===== config.mk =====
export PLATFORM = sky130hd
export DESIGN_NAME = lbirow_feeder
export DESIGN_NICKNAME = d
export VERILOG_FILES = /design/src/rtl/lbirow_pkg.sv /design/src/rtl/lbirow_lfsr96.sv /design/src/rtl/lbirow_feeder.sv
export SDC_FILE = /design/constraint.sdc
export NUM_CORES = 2
export LEC_CHECK = 0
export CAP_MARGIN = 0
export CORE_AREA = 2 2 398 400
export CTS_CLUSTER_SIZE = 25
export DETAILED_ROUTE_END_ITERATION = 6
export DIE_AREA = 0 0 400 402
export DONT_BUFFER_PORTS = 1
export PLACE_DENSITY = 0.68
export SKIP_CTS_REPAIR_TIMING = 1
export SLEW_MARGIN = 25
export SYNTH_ARGS = -nofsm -noshare
export SYNTH_HDL_FRONTEND = slang
export SYNTH_SLANG_ARGS = --single-unit

===== constraint.sdc =====
create_clock -name clk -period 2.4 [get_ports clk]
set_input_delay 0.6 -clock clk [delete_from_list [all_inputs] [get_ports clk]]
set_output_delay 0.6 -clock clk [all_outputs]
set_load 0.02 [all_outputs]

===== src/rtl/lbirow_pkg.sv =====
// Shared constants, state type and LFSR step function for the Lbirow row-message feeder.
package lbirow_pkg;

  localparam int WORD_W = 56;
  localparam int BEATS  = 15;
  localparam int MSG_W  = 840;
  localparam int RAND_W = 96;

  // Feedback taps of the 96-bit random word generator.
  localparam int TAP_A = 95;
  localparam int TAP_B = 93;
  localparam int TAP_C = 48;
  localparam int TAP_D = 46;

  typedef enum logic [0:0] {
    IDLE = 1'b0,
    RUN  = 1'b1
  } state_e;

  // One left shift of the LFSR; the XOR of the taps enters at bit 0.
  function automatic logic [RAND_W-1:0] lfsr_next(input logic [RAND_W-1:0] s);
    lfsr_next = {s[RAND_W-2:0], s[TAP_A] ^ s[TAP_B] ^ s[TAP_C] ^ s[TAP_D]};
  endfunction

endpackage


===== src/rtl/lbirow_lfsr96.sv =====
// 96-bit Fibonacci LFSR: loads SEED on reset, advances one step when step_i is high.
module lbirow_lfsr96
  import lbirow_pkg::*;
#(
  parameter logic [RAND_W-1:0] SEED = 96'h1
) (
  input  logic              clk_i,
  input  logic              rst_ni,
  input  logic              step_i,
  output logic [RAND_W-1:0] state_o
);

  logic [RAND_W-1:0] state_q;
  logic [RAND_W-1:0] state_d;

  // Next LFSR value: advance only when a message is issued.
  always_comb begin
    if (step_i) begin
      state_d = lfsr_next(state_q);
    end else begin
      state_d = state_q;
    end
  end

  // LFSR state register.
  always_ff @(posedge clk_i or negedge rst_ni) begin
    if (!rst_ni) begin
      state_q <= SEED;
    end else begin
      state_q <= state_d;
    end
  end

  assign state_o = state_q;

endmodule


===== src/rtl/lbirow_feeder.sv =====
// Lbirow row-message feeder: packs 15 x 56-bit beats MSB-first into an 840-bit
// message and issues it with a one-cycle valid strobe and a fresh random word.
module lbirow_feeder
  import lbirow_pkg::*;
#(
  parameter logic [RAND_W-1:0] LFSR_SEED = 96'h1
) (
  input  logic              clk,
  input  logic              rst,
  input  logic              go,
  input  logic              stop,
  input  logic [WORD_W-1:0] in_data,
  input  logic              in_valid,
  input  logic              in_last,
  output logic              in_ready,
  input  logic              hold,
  output logic [MSG_W-1:0]  msg_out,
  output logic              valid,
  output logic              start,
  output logic [RAND_W-1:0] randomout,
  output logic              busy,
  output logic              frame_err,
  output logic [15:0]       msg_count
);

  localparam logic [3:0] LAST_BEAT = 4'(BEATS - 1);

  state_e             state_q, state_d;
  logic [3:0]         beat_cnt_q, beat_cnt_d;
  logic               full_q, full_d;
  logic [MSG_W-1:0]   buf_q, buf_d;
  logic               first_pending_q, first_pending_d;
  logic               stop_pend_q, stop_pend_d;
  logic               frame_err_q, frame_err_d;
  logic [15:0]        msg_count_q, msg_count_d;
  logic [MSG_W-1:0]   msg_out_q, msg_out_d;
  logic               valid_q, valid_d;
  logic               start_q, start_d;
  logic               issue_s;
  logic               leave_s;
  logic               accept_s;
  logic               in_ready_s;

  // Ready depends only on registered state so hold never reaches in_ready.
  assign in_ready_s = (state_q == RUN) && !full_q;

  // Next-state, packing, framing and issue logic.
  always_comb begin
    state_d         = state_q;
    beat_cnt_d      = beat_cnt_q;
    full_d          = full_q;
    buf_d           = buf_q;
    first_pending_d = first_pending_q;
    stop_pend_d     = stop_pend_q;
    frame_err_d     = frame_err_q;
    msg_count_d     = msg_count_q;
    msg_out_d       = msg_out_q;
    valid_d         = 1'b0;
    start_d         = 1'b0;
    issue_s         = 1'b0;
    leave_s         = 1'b0;

    case (state_q)
      IDLE: begin
        if (go) begin
          state_d         = RUN;
          frame_err_d     = 1'b0;
          msg_count_d     = 16'd0;
          first_pending_d = 1'b1;
          stop_pend_d     = 1'b0;
        end else begin
          state_d = IDLE;
        end
      end
      RUN: begin
        // Leave only once no partial or unissued message remains.
        if ((stop || stop_pend_q) && (beat_cnt_q == 4'd0) && !full_q) begin
          state_d     = IDLE;
          stop_pend_d = 1'b0;
          leave_s     = 1'b1;
        end else if (stop) begin
          stop_pend_d = 1'b1;
        end else begin
          stop_pend_d = stop_pend_q;
        end
      end
      default: begin
        state_d = IDLE;
      end
    endcase

    // A beat arriving on the cycle the frame closes is dropped.
    accept_s = in_valid && in_ready_s && !leave_s;

    if (accept_s) begin
      if (beat_cnt_q == LAST_BEAT) begin
        buf_d[WORD_W-1:0] = in_data;
        full_d            = 1'b1;
        beat_cnt_d        = 4'd0;
        if (!in_last) begin
          frame_err_d = 1'b1;
        end else begin
          frame_err_d = frame_err_q;
        end
      end else if (in_last) begin
        // Early last: throw the partial message away and restart packing.
        frame_err_d = 1'b1;
        beat_cnt_d  = 4'd0;
      end else begin
        for (int k = 0; k < BEATS - 1; k++) begin
          if (beat_cnt_q == 4'(k)) begin
            buf_d[MSG_W-1-k*WORD_W -: WORD_W] = in_data;
          end else begin
            buf_d = buf_d;
          end
        end
        beat_cnt_d = beat_cnt_q + 4'd1;
      end
    end else begin
      beat_cnt_d = beat_cnt_d;
    end

    if (full_q && !hold) begin
      issue_s         = 1'b1;
      msg_out_d       = buf_q;
      valid_d         = 1'b1;
      start_d         = first_pending_q;
      first_pending_d = 1'b0;
      full_d          = 1'b0;
      if (msg_count_q == 16'hFFFF) begin
        msg_count_d = msg_count_q;
      end else begin
        msg_count_d = msg_count_q + 16'd1;
      end
    end else begin
      issue_s = 1'b0;
    end
  end

  // State, packing buffer and registered outputs.
  always_ff @(posedge clk or negedge rst) begin
    if (!rst) begin
      state_q         <= IDLE;
      beat_cnt_q      <= 4'd0;
      full_q          <= 1'b0;
      buf_q           <= '0;
      first_pending_q <= 1'b0;
      stop_pend_q     <= 1'b0;
      frame_err_q     <= 1'b0;
      msg_count_q     <= 16'd0;
      msg_out_q       <= '0;
      valid_q         <= 1'b0;
      start_q         <= 1'b0;
    end else begin
      state_q         <= state_d;
      beat_cnt_q      <= beat_cnt_d;
      full_q          <= full_d;
      buf_q           <= buf_d;
      first_pending_q <= first_pending_d;
      stop_pend_q     <= stop_pend_d;
      frame_err_q     <= frame_err_d;
      msg_count_q     <= msg_count_d;
      msg_out_q       <= msg_out_d;
      valid_q         <= valid_d;
      start_q         <= start_d;
    end
  end

  lbirow_lfsr96 #(
    .SEED(LFSR_SEED)
  ) u_lfsr (
    .clk_i  (clk),
    .rst_ni (rst),
    .step_i (issue_s),
    .state_o(randomout)
  );

  assign in_ready  = in_ready_s;
  assign busy      = (state_q == RUN);
  assign msg_out   = msg_out_q;
  assign valid     = valid_q;
  assign start     = start_q;
  assign frame_err = frame_err_q;
  assign msg_count = msg_count_q;

endmodule


Yosys cells after proc, flatten, opt, wreduce, memory -nomap -nowiden
Cells that the tools add are included.
- bits in registers: 1803
- input bits: 63
- output and inout bits: 957
- word-level logic and storage cells: 145
- add/sub/neg operators: 2
- eq/ne operators: 35
- multiplexer cells: 43
- bitwise gates (word level): 6
- reductions and logical operators: 33
- operators by type and width (cell ; number):
    2-to-1 mux 56 bit ; 14
    2-to-1 mux 16 bit ; 4
    AND reduction 4 bit ; 14
    inequality test 4 x 2 -> 1 bit, second input constant ; 13
    == test 4 bit, second input constant ; 7
    2-to-1 mux 1 bit ; 21
    adder 16 x 1 -> 16 bit, second input constant ; 1
    == test 16 bit, second input constant ; 1
    == test 4 x 3 -> 1 bit, second input constant ; 4
    == test 4 x 2 -> 1 bit, second input constant ; 2
    2-to-1 mux 4 bit ; 2
    logical AND 1 bit ; 6
    inequality test 2 x 1 -> 1 bit, second input constant ; 3
    AND reduction 2 bit ; 3
    AND reduction 3 bit ; 2
    nonzero test 2 bit ; 3
    adder 4 x 1 -> 4 bit, second input constant ; 1
    == test 4 x 1 -> 1 bit, second input constant ; 1
    logical NOT 4 bit ; 1
    inequality test 2 bit, second input constant ; 2
    case mux 1 bit (2 select lines) ; 2
    logical NOT 1 bit ; 3
    inequality test 3 x 2 -> 1 bit, second input constant ; 1
    inequality test 3 bit, second input constant ; 1
    other kinds (3) ; 7

Longest topological paths before layout
- word-level depth: 9
- mapped depth: 8
- mapped depth without buffers: 6

Cells and area by module
From an unflattened synthesis, not the netlist that was laid out.
- cells, all modules: 5772
- area, all modules: 68220.4 µm²
- by module, submodules not included (module ; instances ; cells an instance ; area an instance (µm²) ; sequential area each (µm²)):
    lbirow_feeder ; 1 ; 5565 ; 64520.6 ; 42716.0
    lbirow_lfsr96 ; 1 ; 207 ; 3699.8 ; 2403.6

Worst setup path before layout
Ideal clock, no wire load.
- kind: register to register
- from: register beat_cnt_q[0]
- to: register buf_q[674]
- library setup time: 125 ps
- arrival time: 2006 ps
- data required time: 2275 ps
- setup slack: 269 ps
- cell stages (with the launch flop): 9
- path buffers: 2
- clock period less this slack: 2131 ps
- cells stage by stage: dfrtp_1 > inv_1 > ha_1 > or3b_1 > o211a_1 > nand3_1 > buf_4 > buf_4 > mux2_2
- longest elaborated chain between the ends: 9
- elaborated cells on any way between the ends: 12
- classes of those cells: eq/ne: 3; mux: 2; bitwise: 1; reduce/logical: 6
- ends and longest elaborated chain (item ; line ; RTL):
    start, declared ; lbirow_feeder.sv:29 ; logic [3:0] beat_cnt_q, beat_cnt_d;
    start signal, assigned ; lbirow_feeder.sv:156 ; beat_cnt_q <= beat_cnt_d;
    logical NOT 4 bit ; lbirow_feeder.sv:77 ; if ((stop || stop_pend_q) && (beat_cnt_q == 4'd0) && !full_q) begin
    logical AND 1 bit (2 in series) ; lbirow_feeder.sv:77 ;
    2-to-1 mux 1 bit ; lbirow_feeder.sv:77 ;
    2-to-1 mux 1 bit ; lbirow_feeder.sv:63 ; case (state_q)
    logical NOT 1 bit ; lbirow_feeder.sv:93 ; accept_s = in_valid && in_ready_s && !leave_s;
    logical AND 1 bit ; lbirow_feeder.sv:93 ;
    inequality test 4 x 2 -> 1 bit (no line) ; -- ;
    AND reduction 4 bit (no line) * ; -- ;
    end signal, assigned ; lbirow_feeder.sv:158 ; buf_q <= buf_d;
    end, declared ; lbirow_feeder.sv:31 ; logic [MSG_W-1:0] buf_q, buf_d;
Mark *: on every way between the ends. The rest lies on a longest branch, timed or not.
A chain may end at the register's enable or synchronous reset.

Final worst setup path
- from: register state_q (netlist: busy)
- to: output in_ready
- longest elaborated chain between the ends: 1
- ends and longest elaborated chain (item ; line ; RTL):
    start, declared ; lbirow_feeder.sv:28 ; state_e state_q, state_d;
    start signal, assigned ; lbirow_feeder.sv:155 ; state_q <= state_d;
    logical AND 1 bit ; lbirow_feeder.sv:45 ; assign in_ready_s = (state_q == RUN) && !full_q;
    end, declared ; lbirow_feeder.sv:15 ; output logic in_ready,
Every way passes these cells.

==> flow_summary.yaml <==
outcome:
  status: "complete, but fails checks"
  violations: "hold timing"
clock_tree:
  clkTransAtPathRegs_ps: 70
  clock-root-buffer: "clkbuf_16"
  clk_latency_ps: 820
  numClockSinks: 1803
  cts_tree: "built"
  cts_buffers: 179
  cts_buffer_depth: 3
  htree_levels: 4
sta:
  period_minus_slack_ps: 2340
  final.period_utilization_pct: 97.3
  hold_viol_final: 195
  holdWs_ps: -527
  setup_violations: 0
  fmax_mhz: 428
  finalMaxSlewViolations: 0
  fin_skew_ps: 41.9
  tightest_slew_ps: 1130
  relSlewSlack_pct: 24.6
route:
  firstDrtPassIters: 6
  drcViolationCount: 0
  via_per_inst: 5.25
  antenna_left: 0
  drt-initial-drc-count: 3448
  avgRoutedWirePerCell_um: 23.8
  wl_um: 195000
  vias: 43102
synth:
  synth_flop_cell: "dfrtp_1"
  synthCells: 5962
  synth_warnings: 0
  synth_async_sr_flop_share_pct: 100
  syn_nets: 6030
  synthesis.area_um2: 67700
  ys_ff_latch: 1803
  seq_area_frac_synth_pct: 66.7
  synth.avg_cell_area_um2: 11.3
  synth_edf_count: 0
  synth_cell_types: 48
floorplanning:
  ioPinCount: 1020
  die_w_um: 400
  coreArea_um2: 157000
  dieHeight_um: 402
  rows: 146
  initial_core_util_pct: 43.1
  die-area_um2: 161000
layout:
  multi_input_area_um2: 21000
  area_growth_pct: 15.7
  final_cell_area_um2: 78300
  final_nets: 6045
  fillers: 13601
  seqCellArea_um2: 45100
  finish.utilization_pct: 49.8
  drive_gt1_share_pct: 21.7
power:
  pwr-share-comb_pct: 6.0
  p_per_area_nw_per_um2: 866
  p_sw_share_pct: 22.8
  p_sw_mw: 15.4
  p_leak_nw: 42.3
  power_mw: 67.8
  vdd_drop_max_mv: 0.666
  power_frac_clock_pct: 44.6
  intPower_mw: 52.3
  p_seq_share_pct: 49.4
global_routing:
  grtUsageTotal_pct: 23.8
  overflow: 0
  antenna_found_initial: 21
  grt_max_degree: 223
  first_global_vias: 43348
  grt_pass1_wl_um: 285000
placed_design:
  gp_congestion: 0.851
  hpwl_um: 127000
  port_buffers: 0
  postPlaceCellArea_um2: 70700
worst_hold_path:
  min_path_type: "in2async"
critical_path:
  worstReg2RegStart: "full_q"
  path_class: "reg2out"
  required_ps: 1800
  end_kind: "output port"
  r2r_cells: 5
  critPathArrivalTime_ps: 1740
  worstSetupStartpointType: "flop"
  r2r-end: "buf_q[595]"
  crit_path_max_fanout: 4
  reg2reg_slack_ps: 100
run:
  maxCapViolCount: 0
cell families after synthesis:
logic type / count (synthesis) / synth area share, %
adder cells (fa/ha/maj): 5 / 0.0925
XOR/XNOR: 3 / 0.0388
AO/OA/AOI/OAI: 46 / 0.499
AND/OR/NAND/NOR: 2895 / 16.3
buffers and inverters: 367 / 2.38
flip-flops: 1803 / 66.7
multiplexers: 843 / 14.0
final cells by class:
cell class              instances  share of cell area [%]
diodes                         10                  0.0320
clock buffers                 239                    6.51
clock inverters                87                    1.76
inverters                       8                  0.0480
multi-input cells            3792                    26.9
flip-flops and latches       1803                    57.7
well taps                    2072                    3.31
repair buffers                193                    3.80
Yosys cell counts, types with 3 or more instances:
| master | count | share of area (%) |
|---|---|---|
| nand2_1 | 2828 | 16 |
| dfrtp_1 | 1802 | 67 |
| mux2_2 | 840 | 14 |
| clkbuf_1 | 262 | 1.5 |
| buf_2 | 54 | 0.40 |
| buf_4 | 36 | 0.40 |
| nor2_1 | 19 | 0.11 |
| o21ai_0 | 15 | 0.11 |
| nand3_1 | 12 | 0.089 |
| inv_1 | 7 | 0.039 |
| nand4_1 | 7 | 0.065 |
| a31oi_1 | 5 | 0.046 |
| ha_1 | 5 | 0.092 |
| and4_1 | 4 | 0.052 |
| buf_6 | 4 | 0.067 |
| o211ai_1 | 4 | 0.044 |
| buf_1 | 3 | 0.017 |
| nand2b_1 | 3 | 0.028 |
| nor2b_1 | 3 | 0.028 |
| nor3_1 | 3 | 0.022 |
| o311ai_0 | 3 | 0.039 |
| o31a_1 | 3 | 0.039 |
| o31ai_1 | 3 | 0.033 |
| o41ai_1 | 3 | 0.039 |
| xnor2_1 | 3 | 0.039 |
registers in the layout (all words and copies together), names as in the netlist:
register         cells
stop_pend_q          1
busy                 1
beat_cnt_q           4
start                1
buf_q              840
valid                1
msg_out            840
msg_count           16
first_pending_q      1
full_q               1
u_lfsr.state_o      96
frame_err            1
critical path, cell delays in order (launching register included):
cell     delay [ps]
dfrtp_1         360
buf_6           170
inv_1            90
nor2_1          130
buf_4           190
routing by layer:
layer  routed length [um]  part of all wire [%]  GRT usage (%)  vias to the layer above
li1                     -                     -              -                    19005
met4                10300                   5.3           12.0                        2
met5                    7                0.0036              0                        -
met1                71700                    37           27.8                    22082
met3                17100                   8.8           7.41                      459
met2                96000                    49           39.3                     1554
metrics by stage:
| stage | setup slack (ps) | hold WS [ps] | std cells | setup TNS [ps] |
|---|---|---|---|---|
| after CTS | -71.2 | -594 | 8129 | -10360 |
| final | 63.9 | -527 | 8204 | 0 |
| after floorplan | 269 | 304 | 5962 | 0 |
| after global placement | -1740 | 307 | 7798 | -870710 |
| after global routing | -28.2 | -575 | 8201 | -28.2 |
| after detailed placement | -953 | 306 | 7803 | -218660 |
power by group through the flow:
| stage | Sequential [mW] | Clock (mW) | Combinational, mW |
|---|---|---|---|
| global route | 33.7 | 32.0 | 4.40 |
| CTS | 33.5 | 30.7 | 3.44 |
| floorplan | 33.7 | 0 | 2.30 |
| detailed placement | 34.0 | 0 | 3.42 |
| global placement | 33.9 | 0 | 3.24 |
| finish | 33.5 | 30.2 | 4.05 |
worst max-delay path by stage:
stage | start | endpoint | slack (ps)
floorplan | beat_cnt_q[0] | buf_q[674] | 270
global placement | rst | msg_out[140] | -1740
detailed placement | rst | msg_out[208] | -950
CTS | rst | msg_out[488] | -70
global route | busy | in_ready | -30
finish | busy | in_ready | 60
cells in the final DEF (no fill, tap or decap), types with 7 or more instances in the layout:
cell,count
buf_12,84
buf_16,18
buf_4,59
bufinv_16,26
clkbuf_1,22
clkbuf_16,182
clkbuf_8,37
clkinv_16,8
clkinv_2,32
dfrtp_1,1802
diode_2,10
dlygate4sd3_1,29
inv_1,7
inv_6,7
mux2_2,840
nand2_1,2826
nand3_1,9
nand4_1,7
nor2_1,13
o21ai_0,15
No activity file was read; power rests on OpenSTA's default activity.
